## src/rtl/sr_pkg.sv

```systemverilog
// Shared types and helpers for the S/R flop command stage.
// State encoding, command constants and timer sizing.
package sr_pkg;

    typedef enum logic [1:0] {
        ST_IDLE    = 2'd0,
        ST_DRIVE_S = 2'd1,
        ST_DRIVE_R = 2'd2,
        ST_GAP     = 2'd3
    } sr_state_e;

    localparam logic CMD_SET = 1'b1;
    localparam logic CMD_CLR = 1'b0;

    // Width needed to hold max(pulse, gap); never below 1 bit.
    function automatic int tmr_width(
        input int pulse,
        input int gap
    );
        int m;
        int w;
        m = (pulse > gap) ? pulse : gap;
        w = $clog2(m + 1);
        return (w < 1) ? 1 : w;
    endfunction

endpackage

```

## src/rtl/sr_dwell_timer.sv

```systemverilog
// Loadable down-counter shared by DRIVE and GAP dwell.
// Stops at zero; o_zero flags the final cycle of a dwell.
module sr_dwell_timer #(
    parameter int W = 2
) (
    input  logic         clk,
    input  logic         rst_n,
    input  logic         i_load,
    input  logic [W-1:0] i_val,
    output logic [W-1:0] o_val,
    output logic         o_zero
);

    logic [W-1:0] r_cnt;

    // Load has priority; otherwise count down and hold at zero.
    always_ff @(posedge clk or negedge rst_n) begin
        if (!rst_n) begin
            r_cnt <= '0;
        end else if (i_load) begin
            r_cnt <= i_val;
        end else if (r_cnt != '0) begin
            r_cnt <= r_cnt - 1'b1;
        end
    end

    assign o_val  = r_cnt;
    assign o_zero = (r_cnt == '0);

endmodule

```

## src/rtl/sr_drive_ctrl.sv

```systemverilog
// Command stage for sr_flipflop: timed, exclusive S/R pulses.
// Optional readback check enabled by SR_READBACK_CHECK_EN.
module sr_drive_ctrl
    import sr_pkg::*;
#(
    parameter int PULSE_CYC      = 4,
    parameter int GAP_CYC        = 2,
    parameter int SET_PRIORITY   = 0,
    parameter int SKIP_REDUNDANT = 1
) (
    input  logic clk,
    input  logic rst_n,
    input  logic set_req,
    input  logic clr_req,
    output logic cmd_ready,
    output logic s_out,
    output logic r_out,
    output logic done,
    output logic shadow_q,
    output logic shadow_vld,
    input  logic q_fb,
    input  logic err_clr,
    output logic err
);

    localparam int TW = tmr_width(PULSE_CYC, GAP_CYC);
    localparam int GAP_M1 = (GAP_CYC > 0) ? GAP_CYC - 1 : 0;
    localparam logic [TW-1:0] PULSE_LD = TW'(PULSE_CYC - 1);
    localparam logic [TW-1:0] GAP_LD   = TW'(GAP_M1);

    sr_state_e r_state;
    sr_state_e w_state_nxt;

    logic          r_s_out;
    logic          r_r_out;
    logic          r_done;
    logic          r_shadow_q;
    logic          r_shadow_vld;
    logic          r_chk;

    logic          w_req;
    logic          w_cmd;
    logic          w_redund;
    logic          w_load;
    logic [TW-1:0] w_load_val;
    logic [TW-1:0] w_tmr_val;
    logic          w_zero;
    logic          w_done_nxt;
    logic          w_sq_nxt;
    logic          w_sv_nxt;
    logic          w_pulse_end;

    sr_dwell_timer #(
        .W (TW)
    ) u_tmr (
        .clk    (clk),
        .rst_n  (rst_n),
        .i_load (w_load),
        .i_val  (w_load_val),
        .o_val  (w_tmr_val),
        .o_zero (w_zero)
    );

    assign w_req = set_req | clr_req;
    assign w_cmd = (set_req & clr_req) ?
                   ((SET_PRIORITY != 0) ? CMD_SET : CMD_CLR) :
                   (set_req ? CMD_SET : CMD_CLR);
    assign w_redund = (SKIP_REDUNDANT != 0) & r_shadow_vld &
                      (w_cmd == r_shadow_q);

    // Next-state, timer load and completion bookkeeping.
    always_comb begin
        w_state_nxt = r_state;
        w_load      = 1'b0;
        w_load_val  = PULSE_LD;
        w_done_nxt  = 1'b0;
        w_sq_nxt    = r_shadow_q;
        w_sv_nxt    = r_shadow_vld;
        w_pulse_end = 1'b0;
        unique case (r_state)
            ST_IDLE: begin
                if (w_req) begin
                    if (w_redund) begin
                        w_done_nxt = 1'b1;
                    end else begin
                        w_state_nxt = (w_cmd == CMD_SET) ?
                                      ST_DRIVE_S : ST_DRIVE_R;
                        w_load = 1'b1;
                    end
                end
            end
            ST_DRIVE_S, ST_DRIVE_R: begin
                if (w_zero) begin
                    w_done_nxt  = 1'b1;
                    w_pulse_end = 1'b1;
                    w_sq_nxt    = (r_state == ST_DRIVE_S);
                    w_sv_nxt    = 1'b1;
                    if (GAP_CYC > 0) begin
                        w_state_nxt = ST_GAP;
                        w_load      = 1'b1;
                        w_load_val  = GAP_LD;
                    end else begin
                        w_state_nxt = ST_IDLE;
                    end
                end
            end
            ST_GAP: begin
                if (w_zero) begin
                    w_state_nxt = ST_IDLE;
                end
            end
            default: begin
                w_state_nxt = ST_IDLE;
            end
        endcase
    end

    // State register and registered drive/status outputs.
    always_ff @(posedge clk or negedge rst_n) begin
        if (!rst_n) begin
            r_state      <= ST_IDLE;
            r_s_out      <= 1'b0;
            r_r_out      <= 1'b0;
            r_done       <= 1'b0;
            r_shadow_q   <= 1'b0;
            r_shadow_vld <= 1'b0;
            r_chk        <= 1'b0;
        end else begin
            r_state      <= w_state_nxt;
            r_s_out      <= (w_state_nxt == ST_DRIVE_S);
            r_r_out      <= (w_state_nxt == ST_DRIVE_R);
            r_done       <= w_done_nxt;
            r_shadow_q   <= w_sq_nxt;
            r_shadow_vld <= w_sv_nxt;
            r_chk        <= w_pulse_end;
        end
    end

`ifdef SR_READBACK_CHECK_EN
    logic r_err;

    // Sticky mismatch flag; a new mismatch beats a clear.
    always_ff @(posedge clk or negedge rst_n) begin
        if (!rst_n) begin
            r_err <= 1'b0;
        end else if (r_chk && (q_fb != r_shadow_q)) begin
            r_err <= 1'b1;
        end else if (err_clr) begin
            r_err <= 1'b0;
        end
    end

    assign err = r_err;
    logic w_unused_tmr;
    assign w_unused_tmr = ^w_tmr_val;
`else
    logic w_unused_rb;
    assign w_unused_rb = ^{q_fb, err_clr, r_chk, w_tmr_val};
    assign err = 1'b0;
`endif

    assign cmd_ready  = (r_state == ST_IDLE);
    assign s_out      = r_s_out;
    assign r_out      = r_r_out;
    assign done       = r_done;
    assign shadow_q   = r_shadow_q;
    assign shadow_vld = r_shadow_vld;

endmodule
```

## config.mk

```make
export PLATFORM = sky130hd
export DESIGN_NAME = sr_drive_ctrl
export DESIGN_NICKNAME = d
export VERILOG_FILES = /design/src/rtl/sr_pkg.sv /design/src/rtl/sr_dwell_timer.sv /design/src/rtl/sr_drive_ctrl.sv
export SDC_FILE = /design/constraint.sdc
export NUM_CORES = 1
export LEC_CHECK = 0
export BUFFER_PORTS_ARGS = -buffer_cell sky130_fd_sc_hd__clkbuf_2
export CORE_ASPECT_RATIO = 0.75
export CORE_MARGIN = 8
export CORE_UTILIZATION = 26
export CTS_CLUSTER_DIAMETER = 80
export DETAILED_ROUTE_END_ITERATION = 16
export GPL_ROUTABILITY_DRIVEN = 0
export GPL_TIMING_DRIVEN = 0
export SLEW_MARGIN = 20
export SYNTH_ARGS = -nofsm -noshare
export SYNTH_HDL_FRONTEND = slang
export SYNTH_HIERARCHICAL = 1
export SYNTH_SLANG_ARGS = --single-unit
```

## constraint.sdc

```tcl
create_clock -name clk -period 1.6 [get_ports clk]
set_input_delay 0.32 -clock clk [delete_from_list [all_inputs] [get_ports clk]]
set_output_delay 0.32 -clock clk [all_outputs]
set_load 0.02 [all_outputs]
```

==> metrics.txt, run 1 <==
status=finished, final reports clean; Comb pwr share=62.7%; CP Max Fanout=7; vias in the first global route=544; clk_skew=0.004507 ns; Hold Vio Cnt, Final=0; num rows=15; Max Cap Violations=0; max incr delay on CP=approximately 0.45 ns; PnR worst setup slack=about 0.086 ns; Worst Setup End Kind=flip-flop; Root Driver=clkbuf_4; Core ar.=roughly 2300 um^2; overall die width=~73 um; Final min period=1.514 ns; PwrDens=between 1500 and 2000 nW/um^2; clock network power share=about a tenth; M1 wire length=roughly 660 um; WP data arrival=roughly 1.7 ns; Final setup viols=0; antenna diode count=0; Clock H-tree levels=1; number of buffers created by CTS=3; Tot Pwr=about 1.7 mW; syn avg cell area=about 9.9 um^2; # IOs=13; P_leak=between 0.3 and 0.4 nW; metal3 WL=83 um; synth cell count leaders=dfrtp_1, inv_1, nand2b_1, ha_1; Pre-Repair DR Iteration Count=2; Yosys top cell by area=dfrtp_1; FFs w/ async S/R, synth=100.0%; Int Pwr=roughly 0.96 mW; share of cells above drive strength 1=42.17%; crit start category=flip-flop; number of vias per cell=~4.5; post-DP HPWL=989.1 um; Max Used Layer=met3; main combinational cell family by area after synthesis=simple AND/OR/NAND/NOR gates; class of the worst hold path=in2async; number of synthesized register bits=10; Met2 Routed Length=between 600 and 700 um; worst-skew pair later-pin latency=about 0.26 ns; WL/cell=11.71 um; clock sinks=10; Filler Cell Count=between 200 and 300; area grow syn2layout=33.53%; Hold Slack=around 0.44 ns; post-synthesis xor/xnor area fraction=about 1.4%; r2r startpoint=shadow_q$_DFFE_PN0P_; pre-CTS setup slack=-0.1961 ns; r2r endpoint=u_tmr/o_val[1]$_DFFE_PN0P_; clock-pin slew on the worst setup and hold paths=approximately 0.06 ns; Mapped Cells=65; YS warnings=6; adder-cell share of the synthesized area=under 10%; critical path's slowest cell=dfrtp_1; RSZ-0062 raised after global routing=no; initial antenna violation count=0; clock buffer depth=2; mux cell area share after synthesis=3.509%; DR DRC count=0; first-pass GRT wire length=between 2000 and 2500 um; synth top area cells=dfrtp_1, ha_1, nand2b_1; FF-to-FF setup slack=0.09 ns; post-synthesis sequential area ratio=between 30% and 40%; via count=about 530; Switching Share=43.88%; max-slew violation count=0; largest net degree at the start of global routing=11; Total Routing Usage GR=around 7%; critical path, cell by cell=xor2_1 > nand2_1 > o211ai_1 > a21oi_4 > inv_1 > a311oi_1; drt total wl=~1400 um; Starting Density=27.58%; area share of the largest cell type after synthesis=around two fifths; period utilization=between 90% and 100%; ys flop type=dfrtp_1; die area=between 4000 and 5000 um^2; IO Port Bufs=9; Unique masters post-synth=29; Die Span Y=a little under 60 um; CTS tree=built; complex-gate fraction of the synthesized area=19.69%; nets@finish=96; FMAX=~0.66 GHz; sequential share of power=about 28%; post-route antenna net violation count=0; Crit Path Category=reg2reg; worst vdd ir=approximately 0.00065 V; most frequent cell after synthesis=dfrtp_1; synthesized cell area=~640 um^2; simple-gate area share of the yosys netlist=around a fifth; global route overflow=0; Iteration-0 DRC Markers=7; WP data required=roughly 1.8 ns; EDFF count, synth=0; fin util=a little under two fifths; R2R cell count=6; Net Sw Power=0.7517 mW
[how the worst max path moves through the flow]
stage	cells after the start	endpoint	startpoint	slack, ns
finish	6	u_tmr/o_val[1]$_DFFE_PN0P_	shadow_q$_DFFE_PN0P_	0.09
global placement	8	u_tmr/o_val[0]$_DFFE_PN0P_	u_tmr/o_val[0]$_DFFE_PN0P_	-0.20
global route	8	u_tmr/o_val[1]$_DFFE_PN0P_	u_tmr/o_val[0]$_DFFE_PN0P_	0.02
CTS	8	u_tmr/o_val[0]$_DFFE_PN0P_	u_tmr/o_val[0]$_DFFE_PN0P_	0.03
detailed placement	8	u_tmr/o_val[0]$_DFFE_PN0P_	u_tmr/o_val[0]$_DFFE_PN0P_	-0.20
floorplan	8	u_tmr/o_val[0]$_DFFE_PN0P_	u_tmr/o_val[0]$_DFFE_PN0P_	0.05
[layout make-up]
type | instances | area, um^2 | area share, %
Timing Repair Buffer | 14 | 85.08 | 9.927
Buffer | 1 | 7.507 | 0.8759
Clock buffer | 3 | 22.52 | 2.628
Tap cell | 34 | 42.54 | 4.964
Sequential cell | 10 | 250.2 | 29.20
Multi-Input combinational cell | 47 | 419.2 | 48.91
Inverter | 8 | 30.03 | 3.504
[placed cells by master (no fill, tap or decap), types with 2 or more instances in the layout]
master,count
nor2_1,4
nor2b_1,4
a21oi_1,2
nand2b_1,5
clkbuf_4,3
ha_1,2
inv_2,4
buf_4,5
conb_1,3
clkbuf_2,9
ha_4,2
dfrtp_1,10
inv_1,4
[logic make-up after synthesis]
logic type               Yosys count
XOR/XNOR                           1
adder cells (fa/ha/maj)            5
AND/OR/NAND/NOR                   21
AO/OA/AOI/OAI                     15
buffers and inverters              9
multiplexers                       2
other                              2
flip-flops                        10
[per-stage QoR]
stage                     instance area, um^2  std cells  TNS [ns]
after floorplan                         651.9         66         0
after global routing                    857.1        117         0
after CTS                               814.5        116         0
after global placement                  739.5        109   -0.4198
after detailed placement                739.5        109   -0.4482
final                                   857.1        117         0
[sequential cells by signal (all words and copies together) (netlist names)]
name,cells
u_tmr/o_val,3
r_state,2
shadow_q,1
done,1
r_out,1
shadow_vld,1
s_out,1
[timing repair]
item | 4_1_cts | 5_1_grt
resized for setup | 5 | 8
hold buffers | 1 | 0
pin swaps | 2 | 2
setup endpoints to repair | 3 | 5
cloned | 0 | 0
endpoints found under the hold margin | 10 | 0
setup buffers | 3 | 1
[per-layer routing]
layer,GRT usage (%),vias to the layer above
met3,4.054,0
met2,9.657,12
li1,-,261
met1,8.923,254
met4,1.700,0
met5,0,-
[worst max-delay path: cells and delay by family (launching register included)]
family,cells,cell delay [ns]
AOI/OAI and AO/OA,3,0.63
xor gates and xnor gates,1,0.17
buffers and inverters,1,0.09
DFF,1,0.45
and+or+nand+nor,1,0.07
[power by group through the flow]
stage | sequential [mW] | combinational [mW] | clock, mW
after global routing | 0.491 | 1.19 | 0.189
after global placement | 0.480 | 0.839 | 0
final | 0.473 | 1.07 | 0.166
after floorplan | 0.517 | 0.609 | 0
after CTS | 0.465 | 0.955 | 0.177
after detailed placement | 0.483 | 0.848 | 0
Power figures use the tool's default switching activity.
==> run 2: changes to the inputs <==
--- a/config.mk
+++ b/config.mk
@@ -6,15 +6,15 @@
 export NUM_CORES = 1
 export LEC_CHECK = 0
 export BUFFER_PORTS_ARGS = -buffer_cell sky130_fd_sc_hd__clkbuf_2
-export CORE_ASPECT_RATIO = 0.75
+export CAP_MARGIN = 20
 export CORE_MARGIN = 8
-export CORE_UTILIZATION = 26
+export CORE_UTILIZATION = 46
 export CTS_CLUSTER_DIAMETER = 80
 export DETAILED_ROUTE_END_ITERATION = 16
 export GPL_ROUTABILITY_DRIVEN = 0
 export GPL_TIMING_DRIVEN = 0
+export PLACE_DENSITY = 0.72
 export SLEW_MARGIN = 20
 export SYNTH_ARGS = -nofsm -noshare
 export SYNTH_HDL_FRONTEND = slang
-export SYNTH_HIERARCHICAL = 1
 export SYNTH_SLANG_ARGS = --single-unit
==> run 2 against run 1 <==
Combinational power shrank 11%. Count of clock-buffer cells in the layout stayed put. Utilization is 22 points higher. Register-to-register slack is essentially flat. Maximum frequency hardly changed. Critical endpoint is now s_out$_DFF_PN0_. First-iteration DRC count is 29% higher. Total power fell by 9.1%. Setup slack about the same. Flip-flop and latch count is the same. Sequential share of layout area rose by 4.2 points. Via count shrank 4.6%. Die area decreased by 36%.
==> metrics.txt, run 2 <==
area grow syn2layout=21.41%; fin util=around 60%; FMAX=approximately 0.66 GHz; EDFF count, synth=0; max incr delay on CP=between 0.4 and 0.5 ns; antenna diode count=0; largest net degree at the start of global routing=11; max FFs per register=3; global route overflow=0; Mapped Cells=66; Synth Net Count=between 70 and 80; R2R cell count=6; Final setup viols=0; clock-pin slew on the worst setup and hold paths=around 0.060 ns; WL/cell=approximately 13 um; clock buffer depth=2; first-pass GRT wire length=slightly above 2000 um; Clock H-tree levels=1; synth cell count leaders=dfrtp_1, nand2_1, inv_1, ha_1, nor2_1; FF-to-FF setup slack=between 0.08 and 0.09 ns; crit start category=flip-flop; number of vias per cell=approximately 5.2; Worst Setup End Kind=flip-flop; PnR worst setup slack=~0.085 ns; most frequent cell after synthesis=dfrtp_1; Core ar.=1285 um^2; share of cells above drive strength 1=about 32%; period utilization=between 90% and 100%; ys flop type=dfrtp_1; WP data required=around 1.8 ns; worst vdd ir=around 0.0011 V; number of synthesized register bits=10; via count=503; syn avg cell area=9.384 um^2; initial antenna violation count=0; clk_skew=0.002090 ns; Unique masters post-synth=25; drt total wl=about 1300 um; DR DRC count=0; setup_tns=0 ns; critical path, cell by cell=inv_1 > ha_4 > nor2b_2 > a31o_1 > a32o_2 > a21oi_2; die area=2777 um^2; r2r startpoint=r_state[0]$_DFF_PN0_; Hold Slack=approximately 0.45 ns; P_leak=0.3912 nW; Max Cap Violations=0; YS warnings=0; r2r endpoint=s_out$_DFF_PN0_; post-synthesis sequential area ratio=around 40%; max-slew violation count=0; Total Routing Usage GR=between 10 and 15%; post-DP HPWL=943.2 um; IO Port Bufs=9; synth top area cells=dfrtp_1, ha_1, nand2_1; synthesized cell area=just over 600 um^2; PwrDens=~2100 nW/um^2; # IOs=13; most frequent cells in the layout=dfrtp_1, clkbuf_2, nand2_1; Crit Path Category=reg2reg; RSZ-0062 raised after global routing=no; CTS tree=built; Yosys top cell by area=dfrtp_1; clock sinks=10; Iteration-0 DRC Markers=9; CP Max Fanout=5; post-route antenna net violation count=0; fin area=around 750 um^2; class of the worst hold path=in2async; WP data arrival=approximately 1.7 ns; Starting Density=48.20%; Hold Vio Cnt, Final=0; area share of the largest cell type after synthesis=40.40%; FFs w/ async S/R, synth=100.0%; vias in the first global route=487; nets@finish=94; num rows=13; status=finished, final reports clean; pre-CTS setup slack=-0.01525 ns; Final min period=~1.5 ns; Die Span Y=52.70 um; Pre-Repair DR Iteration Count=4; Root Driver=clkbuf_4; number of buffers created by CTS=3; worst-skew pair later-pin latency=around 0.26 ns; critical path's slowest cell=dfrtp_2; Placed Instance Area=just under 700 um^2; overall die width=roughly 53 um
run 2: worst max-delay path by stage:
| stage | from | to | slack (ns) | cells past startpoint |
|---|---|---|---|---|
| after floorplan | r_state[1]$_DFF_PN0_ | u_tmr.o_val[1]$_DFFE_PN0P_ | 0.09 | 6 |
| after global placement | r_state[1]$_DFF_PN0_ | s_out$_DFF_PN0_ | 0.01 | 6 |
| after detailed placement | r_state[1]$_DFF_PN0_ | s_out$_DFF_PN0_ | -0.02 | 6 |
| after CTS | r_state[0]$_DFF_PN0_ | s_out$_DFF_PN0_ | 0.04 | 6 |
| after global routing | r_state[0]$_DFF_PN0_ | s_out$_DFF_PN0_ | 0.03 | 6 |
| final | r_state[0]$_DFF_PN0_ | s_out$_DFF_PN0_ | 0.09 | 6 |
run 2: area by class of cell:
class                   instances  area, um^2
plain buffers                   2       12.51
clock buffers                   3       22.52
fillers                       130       533.0
inverters                       6       22.52
multi-input cells              48       354.1
flip-flops and latches         10       251.5
well taps                      15       18.77
repair buffers                 12       70.07
run 2: power breakdown:
part	switching, mW	leakage (nW)	internal [mW]	total (mW)
registers	0.0776	0.122	0.363	0.441
logic	0.517	0.255	0.431	0.948
clock network	0.0815	0.0138	0.0867	0.168
total	0.676	0.391	0.881	1.56
run 2: repair_timing:
item | CTS | global route
cloned | 0 | 0
hold buffers | 1 | 0
hold endpoints to repair | 10 | 0
gates resized for setup | 2 | 4
endpoints found under the setup margin | 1 | 1
buffers inserted | 2 | 0
run 2: through the flow:
step	power [mW]	instances
after global routing	1.686	96
final	1.557	96
after CTS	1.498	96
after floorplan	1.089	66
after global placement	1.266	90
after detailed placement	1.288	90
run 2: layer usage:
metal	GRT usage, %	part of all wire (%)
met4	7.759	3.1
met3	3.409	5.9
met2	15.81	48
met5	0	0
met1	11.09	43
run 2: critical path, delay by kind of cell, from the launching register on:
kind,cells,cell delay [ns]
adders and majority gates,1,0.22
DFF,1,0.41
and+or+nand+nor,1,0.16
AOI/OAI and AO/OA,3,0.55
buffers and inverters,1,0.10
run 2: cell families after synthesis:
group / synth area share [%]
adders and majority gates: 10.10
muxes: 5.252
DFF: 40.40
xor gates and xnor gates: 1.414
and+or+nand+nor: 19.39
other: 0.6055
buffers and inverters: 5.656
AOI/OAI and AO/OA: 17.17
==> run 3: changes to the inputs <==
--- a/config.mk
+++ b/config.mk
@@ -7,10 +7,11 @@
 export LEC_CHECK = 0
 export BUFFER_PORTS_ARGS = -buffer_cell sky130_fd_sc_hd__clkbuf_2
 export CAP_MARGIN = 20
-export CORE_MARGIN = 8
-export CORE_UTILIZATION = 46
+export CORE_AREA = 8 8 45 47
+export CTS_BUF_LIST = sky130_fd_sc_hd__clkbuf_4 sky130_fd_sc_hd__clkbuf_8
 export CTS_CLUSTER_DIAMETER = 80
 export DETAILED_ROUTE_END_ITERATION = 16
+export DIE_AREA = 0 0 53 55
 export GPL_ROUTABILITY_DRIVEN = 0
 export GPL_TIMING_DRIVEN = 0
 export PLACE_DENSITY = 0.72
==> run 3 against run 2 <==
Cell count is 3.1% higher. Via count up 2.4%. Maximum frequency down 1.6%. Sequential power barely moved. Combinational power is 3.6% lower. Setup slack got worse by 0.024 ns. Sequential share of layout area decreased by 0.66 points. Total power grew 2.3%. Flip-flop and latch count did not move. Die area increased by 5.0%. Register-to-register slack lost 0.02 ns. First-iteration DRC count grew 11%. Largest cell class unchanged. Largest power group unchanged.
==> metrics.txt, run 3 (synthesis gave the netlist of run 2 again) <==
FMAX=approximately 0.65 GHz; FF-to-FF setup slack=0.06 ns; Starting Density=between 40% and 50%; IO Port Bufs=9; clock network power share=between 10 and 15%; instance count on the critical path=6; Worst Setup End Kind=flip-flop; period utilization=a little over nine tenths; number of vias per cell=5.202; Hold Slack=0.4380 ns; worst vdd ir=between 0.001 and 0.0015 V; overall die width=between 50 and 60 um; sequential share of power=27.9%; Net Sw Power=between 0.6 and 0.7 mW; r2r startpoint=r_state[1]$_DFF_PN0_; Buf/Inv on CP=1; Iteration-0 DRC Markers=10; DR DRC count=0; CTS tree=built; CP top delay family=compound AO/OA/AOI/OAI gates; crit start category=flip-flop; max FFs per register=3; Tot Pwr=about 1.6 mW; die area=between 2000 and 3000 um^2; clk_skew=roughly 0.0058 ns; first-pass GRT wire length=between 2000 and 2500 um; num rows=14; Final min period=~1.5 ns; most common cell after layout, fill and taps aside=dfrtp_1; # IOs=13; Die Span Y=about 55 um; Comb pwr share=roughly 57%; CP Max Fanout=5; Root Driver=clkbuf_4; critical path, cell by cell=inv_2 > ha_2 > nor2b_1 > a31o_1 > a32o_2 > a21oi_2; Switching Share=42.88%; critical path's slowest cell=dfrtp_1; post-route antenna net violation count=0; max incr delay on CP=around 0.40 ns; r2r endpoint=s_out$_DFF_PN0_; drt total wl=1311 um; WP data arrival=about 1.7 ns; setup_tns=0 ns; most frequent cells in the layout=dfrtp_1, clkbuf_2, nand2_1; P_leak=around 0.40 nW; Core ar.=about 1400 um^2; Total Routing Usage GR=just over 10%; Setup crit start=r_state[1]$_DFF_PN0_; share of cells above drive strength 1=approximately a third; Crit Path Category=reg2reg; R2R cell count=6; PwrDens=2087 nW/um^2; number of buffers created by CTS=3; Clock H-tree levels=1; global route overflow=0; clock-pin slew on the worst setup and hold paths=around 0.07 ns; status=finished, final reports clean; clock buffer depth=2; max-slew violation count=0; vias in the first global route=between 500 and 600; class of the worst hold path=in2async; Hold Vio Cnt, Final=0; WL/cell=~13 um; largest net degree at the start of global routing=11; Pre-Repair DR Iteration Count=4; post-DP HPWL=around 920 um; via count=between 500 and 600; WP data required=between 1.5 and 2 ns; clock sinks=10; Int Pwr=~0.9 mW; Final setup viols=0; initial antenna violation count=0; antenna diode count=0; Setup crit end=s_out$_DFF_PN0_; nets@finish=95; Max Cap Violations=0; area grow syn2layout=23.23%; worst-skew pair later-pin latency=~0.27 ns
[run 3: layout make-up]
| class | instances | area (um^2) |
|---|---|---|
| Inverter | 6 | 22.52 |
| Buffer | 2 | 12.51 |
| Sequential cell | 10 | 250.2 |
| Multi-Input combinational cell | 48 | 344.1 |
| Timing Repair Buffer | 13 | 77.57 |
| Tap cell | 16 | 20.02 |
| Clock buffer | 4 | 36.28 |
| Fill cell | 124 | 620.6 |
[run 3: power by group through the flow]
| stage | clock, mW | combinational [mW] | sequential [mW] |
|---|---|---|---|
| 6_report | 0.235 | 0.914 | 0.444 |
| 5_1_grt | 0.244 | 1.01 | 0.455 |
| 4_1_cts | 0.239 | 0.880 | 0.438 |
| 3_5_place_dp | 0 | 0.820 | 0.457 |
| 3_3_place_gp | 0 | 0.811 | 0.452 |
| 2_1_floorplan | 0 | 0.593 | 0.497 |
[run 3: worst min path at each step]
stage | startpoint | end | depth (start not counted)
3_3_place_gp | rst_n | shadow_vld$_DFFE_PN0P_ | 1
4_1_cts | rst_n | shadow_vld$_DFFE_PN0P_ | 2
5_1_grt | rst_n | shadow_vld$_DFFE_PN0P_ | 2
3_5_place_dp | rst_n | shadow_q$_DFFE_PN0P_ | 1
2_1_floorplan | rst_n | done$_DFF_PN0_ | 0
6_report | rst_n | shadow_vld$_DFFE_PN0P_ | 2
[run 3: stage by stage]
step	util [%]	cell area, um^2	cells	worst slack [ns]
2_1_floorplan	-	621.8	66	0.08965
3_5_place_dp	49.64	686.9	91	-0.005992
3_3_place_gp	49.64	686.9	91	0.02053
4_1_cts	54.07	748.2	98	0.02077
6_report	55.15	763.2	99	0.06129
5_1_grt	55.15	763.2	99	-0.004421
[run 3: timing repair]
item                                   4_1_cts  5_1_grt
setup endpoints to repair                    1        3
resized for setup                            0        4
cloned                                       0        0
buffers inserted                             2        1
hold buffers                                 1        0
endpoints found under the hold margin       10        0
[run 3: metal layers]
| metal | part of all wire [%] | track usage [%] | vias to the layer above |
|---|---|---|---|
| met5 | 0 | 0 | - |
| met4 | 2.8 | 6.466 | 0 |
| met3 | 7.8 | 4.278 | 5 |
| met2 | 46 | 16.60 | 16 |
| met1 | 43 | 10.42 | 238 |
| li1 | - | - | 256 |
